$ cat src/rtl/mac_t_reader.sv
// mac_t_reader: GMII egress framer draining one output queue (pointer + data FIFO).
// Define MAC_T_FCS_EN to add short-frame padding and CRC-32 FCS generation.
module mac_t_reader (
  input  logic        clk,
  input  logic        rstn,
  output logic        ptr_fifo_rd,
  input  logic [15:0] ptr_fifo_dout,
  input  logic        ptr_fifo_empty,
  output logic        data_fifo_rd,
  input  logic [7:0]  data_fifo_dout,
  output logic [7:0]  gmii_txd,
  output logic        gmii_tx_en,
  output logic        gmii_tx_er,
  output logic [15:0] tx_frame_cnt
);
  typedef enum logic [2:0] {
    IDLE, PTR_WAIT, PREAMBLE, SFD, DATA,
`ifdef MAC_T_FCS_EN
    PAD, FCS,
`endif
    IFG
  } state_t;
  state_t state_q, state_d;
  logic [10:0] n_q, n_d, cnt_q, cnt_d;
  logic [7:0] txd_d;
  logic en_d, last, unused_desc;
`ifdef MAC_T_FCS_EN
  logic [31:0] crc_q, crc_d;
`endif
  assign unused_desc = ^ptr_fifo_dout[15:11];
  assign gmii_tx_er = 1'b0;
  assign last = cnt_q == n_q - 11'd1;
  assign ptr_fifo_rd = rstn && state_q == IDLE && !ptr_fifo_empty;
  // Each byte is read two cycles ahead of its slot on gmii_txd
  assign data_fifo_rd = rstn && ((state_q == PREAMBLE && cnt_q == 11'd6) ||
                                 (state_q == SFD && n_q >= 11'd2) ||
                                 (state_q == DATA && {1'b0, cnt_q} + 12'd2 < {1'b0, n_q}));
  always_comb begin
    state_d = state_q;
    n_d = n_q;
    case (state_q)
      IDLE:     state_d = ptr_fifo_empty ? IDLE : PTR_WAIT;
      PTR_WAIT: begin
        n_d = ptr_fifo_dout[10:0];
        state_d = ptr_fifo_dout[10:0] == 11'd0 ? IDLE : PREAMBLE;
      end
      PREAMBLE: state_d = cnt_q == 11'd6 ? SFD : PREAMBLE;
      SFD:      state_d = DATA;
`ifdef MAC_T_FCS_EN
      DATA:     state_d = !last ? DATA : n_q < 11'd60 ? PAD : FCS;
      PAD:      state_d = cnt_q == 11'd59 - n_q ? FCS : PAD;
      FCS:      state_d = cnt_q == 11'd3 ? IFG : FCS;
`else
      DATA:     state_d = last ? IFG : DATA;
`endif
      IFG:      state_d = cnt_q == 11'd9 ? IDLE : IFG;
      default:  state_d = IDLE;
    endcase
    cnt_d = state_d != state_q ? 11'd0 : cnt_q + 11'd1;
    en_d = !(state_d inside {IDLE, PTR_WAIT, IFG});
    // Output register is loaded with the byte belonging to the next state
    txd_d = state_d == PREAMBLE ? 8'h55 : state_d == SFD ? 8'hD5 : state_d == DATA ? data_fifo_dout : 8'h00;
`ifdef MAC_T_FCS_EN
    if (state_d == FCS) txd_d = ~crc_q[{cnt_d[1:0], 3'b000} +: 8];
`endif
  end
`ifdef MAC_T_FCS_EN
  function automatic logic [31:0] crc8(input logic [31:0] c, input logic [7:0] d);
    logic [31:0] r;
    r = c;
    for (int i = 0; i < 8; i++) r = {1'b0, r[31:1]} ^ ((r[0] ^ d[i]) ? 32'hEDB88320 : 32'h0);
    return r;
  endfunction
  always_comb crc_d = state_d == PREAMBLE ? 32'hFFFFFFFF :
                      (state_d == DATA || state_d == PAD) ? crc8(crc_q, txd_d) : crc_q;
  always_ff @(posedge clk) crc_q <= !rstn ? 32'hFFFFFFFF : crc_d;
`endif
  always_ff @(posedge clk) begin
    if (!rstn) begin
      state_q <= IDLE;
      n_q <= '0;
      cnt_q <= '0;
      gmii_txd <= '0;
      gmii_tx_en <= 1'b0;
      tx_frame_cnt <= '0;
    end else begin
      state_q <= state_d;
      n_q <= n_d;
      cnt_q <= cnt_d;
      gmii_txd <= txd_d;
      gmii_tx_en <= en_d;
      tx_frame_cnt <= tx_frame_cnt + {15'd0, state_d == IFG && state_q != IFG};
    end
  end
endmodule

$ cat config.mk
export PLATFORM = sky130hd
export DESIGN_NAME = mac_t_reader
export DESIGN_NICKNAME = d
export VERILOG_FILES = /design/src/rtl/mac_t_reader.sv
export SDC_FILE = /design/constraint.sdc
export NUM_CORES = 1
export LEC_CHECK = 0
export ABC_AREA = 1
export CAP_MARGIN = 20
export CELL_PAD_IN_SITES_DETAIL_PLACEMENT = 1
export CELL_PAD_IN_SITES_GLOBAL_PLACEMENT = 2
export CORE_ASPECT_RATIO = 0.9
export CORE_MARGIN = 2
export CORE_UTILIZATION = 29
export DETAILED_ROUTE_END_ITERATION = 8
export PLACE_DENSITY = 0.88
export SLEW_MARGIN = 30
export SYNTH_ARGS = -nofsm -noshare
export SYNTH_HDL_FRONTEND = slang
export SYNTH_SLANG_ARGS = --single-unit
$ cat constraint.sdc
create_clock -name clk -period 3.6 [get_ports clk]
set_input_delay 1.08 -clock clk [delete_from_list [all_inputs] [get_ports clk]]
set_output_delay 1.08 -clock clk [all_outputs]
set_load 0.1 [all_outputs]
# Yosys cells after proc, flatten, opt, wreduce, memory -nomap -nowiden
# Index checks and enable logic that the tools add are counted.
# totals
elab_cells	58
reg_bits	50
# op_classes
bitwise_logic	2
add_sub_neg	4
eq_ne	15
muxes	9
reduce_logical	18
magnitude_cmp	2
# op_table
cell	count
one-hot mux 3 bit (6 select lines)	1
adder 16 x 1 -> 16 bit	1
two-way mux 8 bit	2
adder 11 x 2 -> 12 bit, second input constant	1
equality test 3 x 2 -> 1 bit, second input constant	4
equality test 3 bit, second input constant	4
less-than comparator 12 x 11 -> 1 bit	1
adder 11 x 1 -> 11 bit, second input constant	1
equality test 11 bit	1
equality test 11 x 3 -> 1 bit, second input constant	1
equality test 11 x 4 -> 1 bit, second input constant	1
>= comparator 11 x 2 -> 1 bit, second input constant	1
zero test 11 bit	1
subtractor 11 x 1 -> 11 bit, second input constant	1
logical AND 1 bit	7
two-way mux 7 bit	1
equality test 3 x 1 -> 1 bit, second input constant	2
zero test 3 bit	2
OR reduction 2 bit	2
OR reduction 4 bit	1
two-way mux 1 bit	3
two-way mux 3 bit	1
!= test 3 bit	1
!= test 3 bit, second input constant	1
other kinds (5)	8

# Depth between registers and ports, before layout
# depth
word_depth	8
ltp_mapped	25
mapped_depth_nobuf	25

# Least setup slack after synthesis
# No wires, ideal clock.
# synth_path
path_type	input to output
startpoint	in rstn
endpoint	out ptr_fifo_rd
required_time_ns	2.520
t_arrival_ns	2.860
path_stages	4
path_slack_ns	-0.340
path_cell_list	clkbuf_1 inv_1 clkbuf_1 nor2_1
# synth_via
elab_chain_cells	2
# synth_lines
element	line	rtl
start: declaration	5	input logic rstn,
logical AND 1 bit (2 in series)	33	assign ptr_fifo_rd = rstn && state_q == IDLE && !ptr_fifo_empty;
end: declaration	6	output logic ptr_fifo_rd,
# No other way between the ends.

# Final worst setup path
# layout_path
startpoint	reg cnt_q[2]
endpoint	out data_fifo_rd
# layout_via
elab_chain_cells	5
elab_cells_between_ends	8
classes_between	add/sub: 1; order compare: 1; eq/ne: 1; reduce/logical: 5
# layout_lines
element	line	rtl
start: declaration	24	logic [10:0] n_q, n_d, cnt_q, cnt_d;
start signal: assignment	89	cnt_q <= cnt_d;
adder 11 x 2 -> 12 bit or equality test 11 x 3 -> 1 bit (tied branches)	37, 35	
less-than comparator 12 x 11 -> 1 bit or logical AND 1 bit (tied branches)	37, 35	
logical AND 1 bit or logical OR 1 bit (tied branches)	37, 35	
logical OR 1 bit (*)	36	(state_q == SFD && n_q >= 11'd2) ||
logical AND 1 bit (*)	35	assign data_fifo_rd = rstn && ((state_q == PREAMBLE && cnt_q == 11'd6) ||
end: declaration	9	output logic data_fifo_rd,
# Mark *: on every way between the ends. The rest lies on a longest branch, timed or not.

==> flow_summary.json <==
{
  "status": "finished, violations left",
  "violations": "setup timing",
  "synth-async-reset-ratio_pct": 0,
  "yosysSeqAreaShare_pct": 32.4,
  "whs_ns": 0.469,
  "layout_min_cycle_time_ns": 3.62,
  "min_from": "tx_frame_cnt[15]",
  "cts_htree_levels": 2,
  "synth-seq-cells": 50,
  "cts_root_buffer": "clkbuf_16",
  "crit_path_start": "cnt_q[2]",
  "drc": 0,
  "crit_required_ns": 2.52,
  "die_w_um": 113,
  "vdd_ir_drop_max_v": 0.000193,
  "wl_mm": 9.12,
  "layout_common_cells": "nand2_1 (76), inv_1 (71), dfxtp_1 (47)",
  "pre_cts_ws_ns": -0.111,
  "die_area_sq_um": 11500,
  "clk_path_buf_depth": 2,
  "pwr_density_cell_nw_per_um2": 370,
  "cts_tree": "built",
  "setup_violations": 1,
  "insertion_delay_ns": 0.30,
  "synth_mux_area_share_pct": 0,
  "gr-total-overflow": 0,
  "numCtsBuffers": 5,
  "crit_type": "reg2out",
  "rr_worst_depth": 24,
  "path_buf_inv": 3,
  "synth_fp_nets": 495,
  "synth_ff_type": "dfxtp_1",
  "synth_top_family_by_area": "simple AND/OR/NAND/NOR gates",
  "antenna_cells": 0,
  "finalHoldViolCount": 0,
  "setup_slack_ns": -0.0213,
  "critPathTopFamily": "simple AND/OR/NAND/NOR gates",
  "die_y_um": 102,
  "leakage_uw": 0.00176,
  "gp_congestion": 0.830,
  "drtAntennaViolNets": 0,
  "drt_iter0_drc": 88,
  "synth_fa_ha_area_share_pct": 8.09,
  "r2r-start": "n_q[1]",
  "ys_warn_count": 0,
  "initial_core_util_pct": 30.0,
  "wire_per_inst_um": 14.2,
  "drt_pass1_iterations": 4,
  "crit_arrival_ns": 2.54,
  "relSlewSlack_pct": 61.5,
  "worst_setup_path_start_kind": "flip-flop",
  "max_freq_ghz": 0.276,
  "period_share_pct": 101,
  "clkTransAtPathRegs_ns": 0.08,
  "worst_path_largest_cell_delay_ns": 0.36,
  "hold_path_depth": 2,
  "path_cells": "ha_4 > nand3_4 > nor3_2 > buf_4 > xor2_1 > inv_1 > ha_4 > nand2_4 > nor2_2 > a211oi_2 > nand2_1 > nand2_1 > nand2_1 > a21oi_2 > o21a_2 > buf_12",
  "path_depth": 16,
  "rows": 35,
  "grt_setup_unrepaired": "true",
  "port_buffers": 48,
  "grt_pass1_vias": 3086,
  "end_kind": "output port",
  "path_common_cell": "nand2_1",
  "syn_area_sq_um": 3090,
  "tightest_slew_ns": 0.577,
  "core_area_sq_um": 10300,
  "drv_slew": 0,
  "grt_pass1_wl_mm": 15.0,
  "synthCells": 448,
  "synth_compound_area_share_pct": 10.0,
  "cts_num_sinks": 50,
  "synth-simple-area-share_pct": 33.6,
  "synth_edf_count": 0,
  "syn_to_final_growth_pct": 32.4,
  "antenna_found_initial": 0,
  "path_max_fanout": 3,
  "dp_hpwl_mm": 7.44,
  "drv_cap": 0,
  "cp_slowest_cell": "dfxtp_2",
  "final_layout_size_suffix_gt1_share_pct": 22.0,
  "cts_hold_buffers": 0,
  "vias_per_cell": 4.72,
  "syn_avg_cell_area_sq_um": 6.90,
  "hp-class": "reg2reg",
  "synth.distinct_cells": 36,
  "grt_max_degree": 23,
  "pin_count": 55,
  "layout.nets": 560,
  "clock_skew_ns": 0.00874,
  "layout_commonest_cell": "nand2_1",
  "yosys.area_share.xor_xnor_pct": 5.38,
  "via_count": 3032,
  "gr-usage-all-layers_pct": 16.2
}
where the power goes:
group          total [uW]  internal, uW  leakage, uW  switching, uW
combinational         421           141      0.00129            280
sequential            596           575     0.000407           20.9
clock                 499           261    0.0000664            238
cell families (layout without fill, tap and decap cells):
group           after synthesis  after routing
buf+inv                      82            148
flops                        50             50
xor+xnor                     19             19
simple gates                217            217
compound gates               59             59
fa+ha+maj                    20             20
other cells                   1              1
per-stage QoR:
step                area, sq um  utilization [%]  TNS [ns]  total power [uW]  instances
detailed placement         3790             36.8    -0.111              1020        634
CTS                        4010             38.9   -0.0676              1520        642
global placement           3790             36.8         0              1000        634
global route               4090             39.8    -0.157              1600        643
floorplan                  3100                -         0               899        448
finish                     4090             39.8   -0.0213              1520        643
cell type report:
| class | count | area [sq um] |
|---|---|---|
| Tap cell | 129 | 161 |
| Sequential cell | 50 | 1000 |
| Multi-Input combinational cell | 316 | 1920 |
| Inverter | 72 | 270 |
| Fill cell | 1291 | 6200 |
| Clock inverter | 3 | 23.8 |
| Clock buffer | 5 | 125 |
| Timing Repair Buffer | 68 | 588 |
path summary, 6_finish.rpt:
path,endpoint,slack [ns]
setup / recovery,data_fifo_rd,-0.02
hold / removal,tx_frame_cnt[15],0.47
setup reg to reg,tx_frame_cnt[13],0.28
hold reg to reg,tx_frame_cnt[15],0.47
tightest hold or removal path, cell delays in order, from the launching register on:
cell     delay [ns]
dfxtp_1        0.31
inv_1          0.06
a21oi_1        0.05
flip-flops by register name (all words and copies together), names as in the netlist:
register / count
tx_frame_cnt: 16
cnt_q: 11
n_q: 11
gmii_txd: 8
state_q: 3
gmii_tx_en: 1
Yosys cell counts (2+ instances only):
cell type,n,area (sq um)
nand2_1,78,293
inv_1,71,267
nor2_1,51,191
dfxtp_1,50,1000
a21oi_1,31,155
nand3_1,30,150
o21ai_0,21,105
ha_1,20,250
nor3_1,16,80.1
xor2_1,16,140
nand4_1,10,62.6
nor2_2,10,62.6
clkbuf_1,6,22.5
nand2_2,6,37.5
nor2_4,4,45.0
xnor2_1,3,26.3
nand2_4,2,22.5
nand3_2,2,20.0
nand3b_1,2,15.0
nor4_1,2,12.5
o21ai_1,2,10.0
per-layer routing:
metal / up-vias / part of all wire (%) / global-route usage (%)
met2: 41 / 47 / 27.1
met4: 0 / 0.93 / 3.38
met1: 1431 / 49 / 22.3
met5: - / 0 / 0
met3: 9 / 3.5 / 2.49
li1: 1551 / - / -
timing repair:
action / CTS / global route
pin swaps: 3 / 7
buffers inserted: 0 / 1
endpoints found under the setup margin: 3 / 7
gates cloned: 0 / 0
gates resized for setup: 16 / 17
Power figures use the tool's default switching activity.
==> RTL edit: new RTL, same flow settings <==
Build with the macro `MAC_T_FCS_EN` defined.
--- a/src/rtl/mac_t_reader.sv
+++ b/src/rtl/mac_t_reader.sv
@@ -2,2 +2,4 @@
 // Define MAC_T_FCS_EN to add short-frame padding and CRC-32 FCS generation.
+`define MAC_T_FCS_EN
+
 module mac_t_reader (
Check against the original RTL: same outputs for any inputs over 10 cycles, from zero or initial values and one cycle with rstn low; that may be too few to reach the edited logic, so the function may still have changed.
==> RTL edit against the unedited design <==
- the flow still finishes with violations (setup timing)
- die area grew 97%
- area after synthesis is 100% higher
- total power grew to 2.6 times the old value
- worst setup slack got worse by 0.46 ns
- cell area up 150%
- routed wire length rose to 3.4 times the old value
- sequential cell count grew 32
- clock skew is 0.00092 ns lower
- critical endpoint unchanged
- largest cell class unchanged
- largest power group is now combinational cells
==> RTL edit: results (changes against the unedited design) <==
| Metric | Value |
|---|---|
| Inverters | `114 (+58%)` |
| # clk buffers | `10 (+5)` |
| R2R Setup Slk | `-0.36 ns (-0.64 ns)` |
| Fillcell total | `2588 (+100%)` |
| Placed cells | `1396 (+120%)` |
| Largest net degree at the start of global routing | `37 (+61%)` |
| Drt first pass iters | `5 (+1)` |
| Met1 Resource Use GR | `31.8% (+9.5 points)` |
| GR met2 Demand/Resource | `41.0% (+14 points)` |
| Cell Count, Final, Fillers Out | `1469 (+130%)` |
| Skew final | `0.00782 ns (-0.000921 ns)` |
| Delay-heaviest family, CP | `compound AO/OA/AOI/OAI gates` |
| Netlist cell types | `53 (+47%)` |
| Failing checks | `setup timing` |
| RR Startpoint | `cnt_q[1]` |
| Hold Path End | `crc_q[21]` |
| Sequential power | `0.999 mW (+68%)` |
| Vias in the first global route | `7733 (+150%)` |
| GRT met3 Usage | `4.52% (+2.0 points)` |
| Syn Area/Cell | `6.36 sq um (-7.9%)` |
| Setup ws final | `-0.483 ns (-0.462 ns)` |
| Share of the yosys chip area belonging to registers | `26.4% (-6.0 points)` |
| Final Setup Violations | `31 (+30)` |
| Top cells by area, synth | `dfxtp_1, nand2_1, nand3_1` |
| Cells on worst reg2reg path | `33 (+38%)` |
| Number of gates resized after CTS | `278 (+262)` |
| DR vias/cell | `5.27 (+12%)` |
| Hpwl dp | `17500 um (+140%)` |
| Synth Area in Compound Gates | `12.0% (+2.0 points)` |
| CP max-delay cell | `dfxtp_1` |
| Biggest regs | `crc_q (32), tx_frame_cnt (16)` |
| Fin nets | `1225 (+120%)` |
| Comb_multi_in | `761 (+140%)` |
| Global Route Usage Sum | `24.8% (+8.6 points)` |
| CP Data Arrival Time | `3.00 ns (+0.46 ns)` |
| First-pass GRT wire length | `42900 um (+190%)` |
| Post-CTS setup buffers | `40 (+40)` |
| Status | `finished, violations left` |
| Routability congestion estimate | `0.852 (+2.7%)` |
| Detailed-route wire length on metal 1 | `12700 um (+180%)` |
| H-tree Lvls | `3 (+1)` |
==> RTL edit: how the worst max path moves through the flow <==
stage	cells after the start	to	from	slack, ns
after floorplan	12	data_fifo_rd	cnt_q[6]	-0.04
after global placement	23	crc_q[25]	ptr_fifo_dout[0]	-0.74
after detailed placement	24	crc_q[19]	ptr_fifo_dout[0]	-0.85
after CTS	13	data_fifo_rd	cnt_q[3]	-0.29
after global routing	12	data_fifo_rd	cnt_q[3]	-0.57
final	13	data_fifo_rd	cnt_q[6]	-0.48
==> RTL edit: per-stage QoR <==
step | TNS, ns | utilization (%) | hold slack [ns] | area, sq um
after CTS | -1.86 | 45.3 | 0.495 | 9460
after floorplan | -0.0447 | - | 0.445 | 6240
after detailed placement | -24.09 | 36.7 | 0.469 | 7670
final | -7.21 | 48.6 | 0.498 | 10200
after global routing | -12.56 | 48.6 | 0.519 | 10200
after global placement | -20.13 | 36.7 | 0.463 | 7670
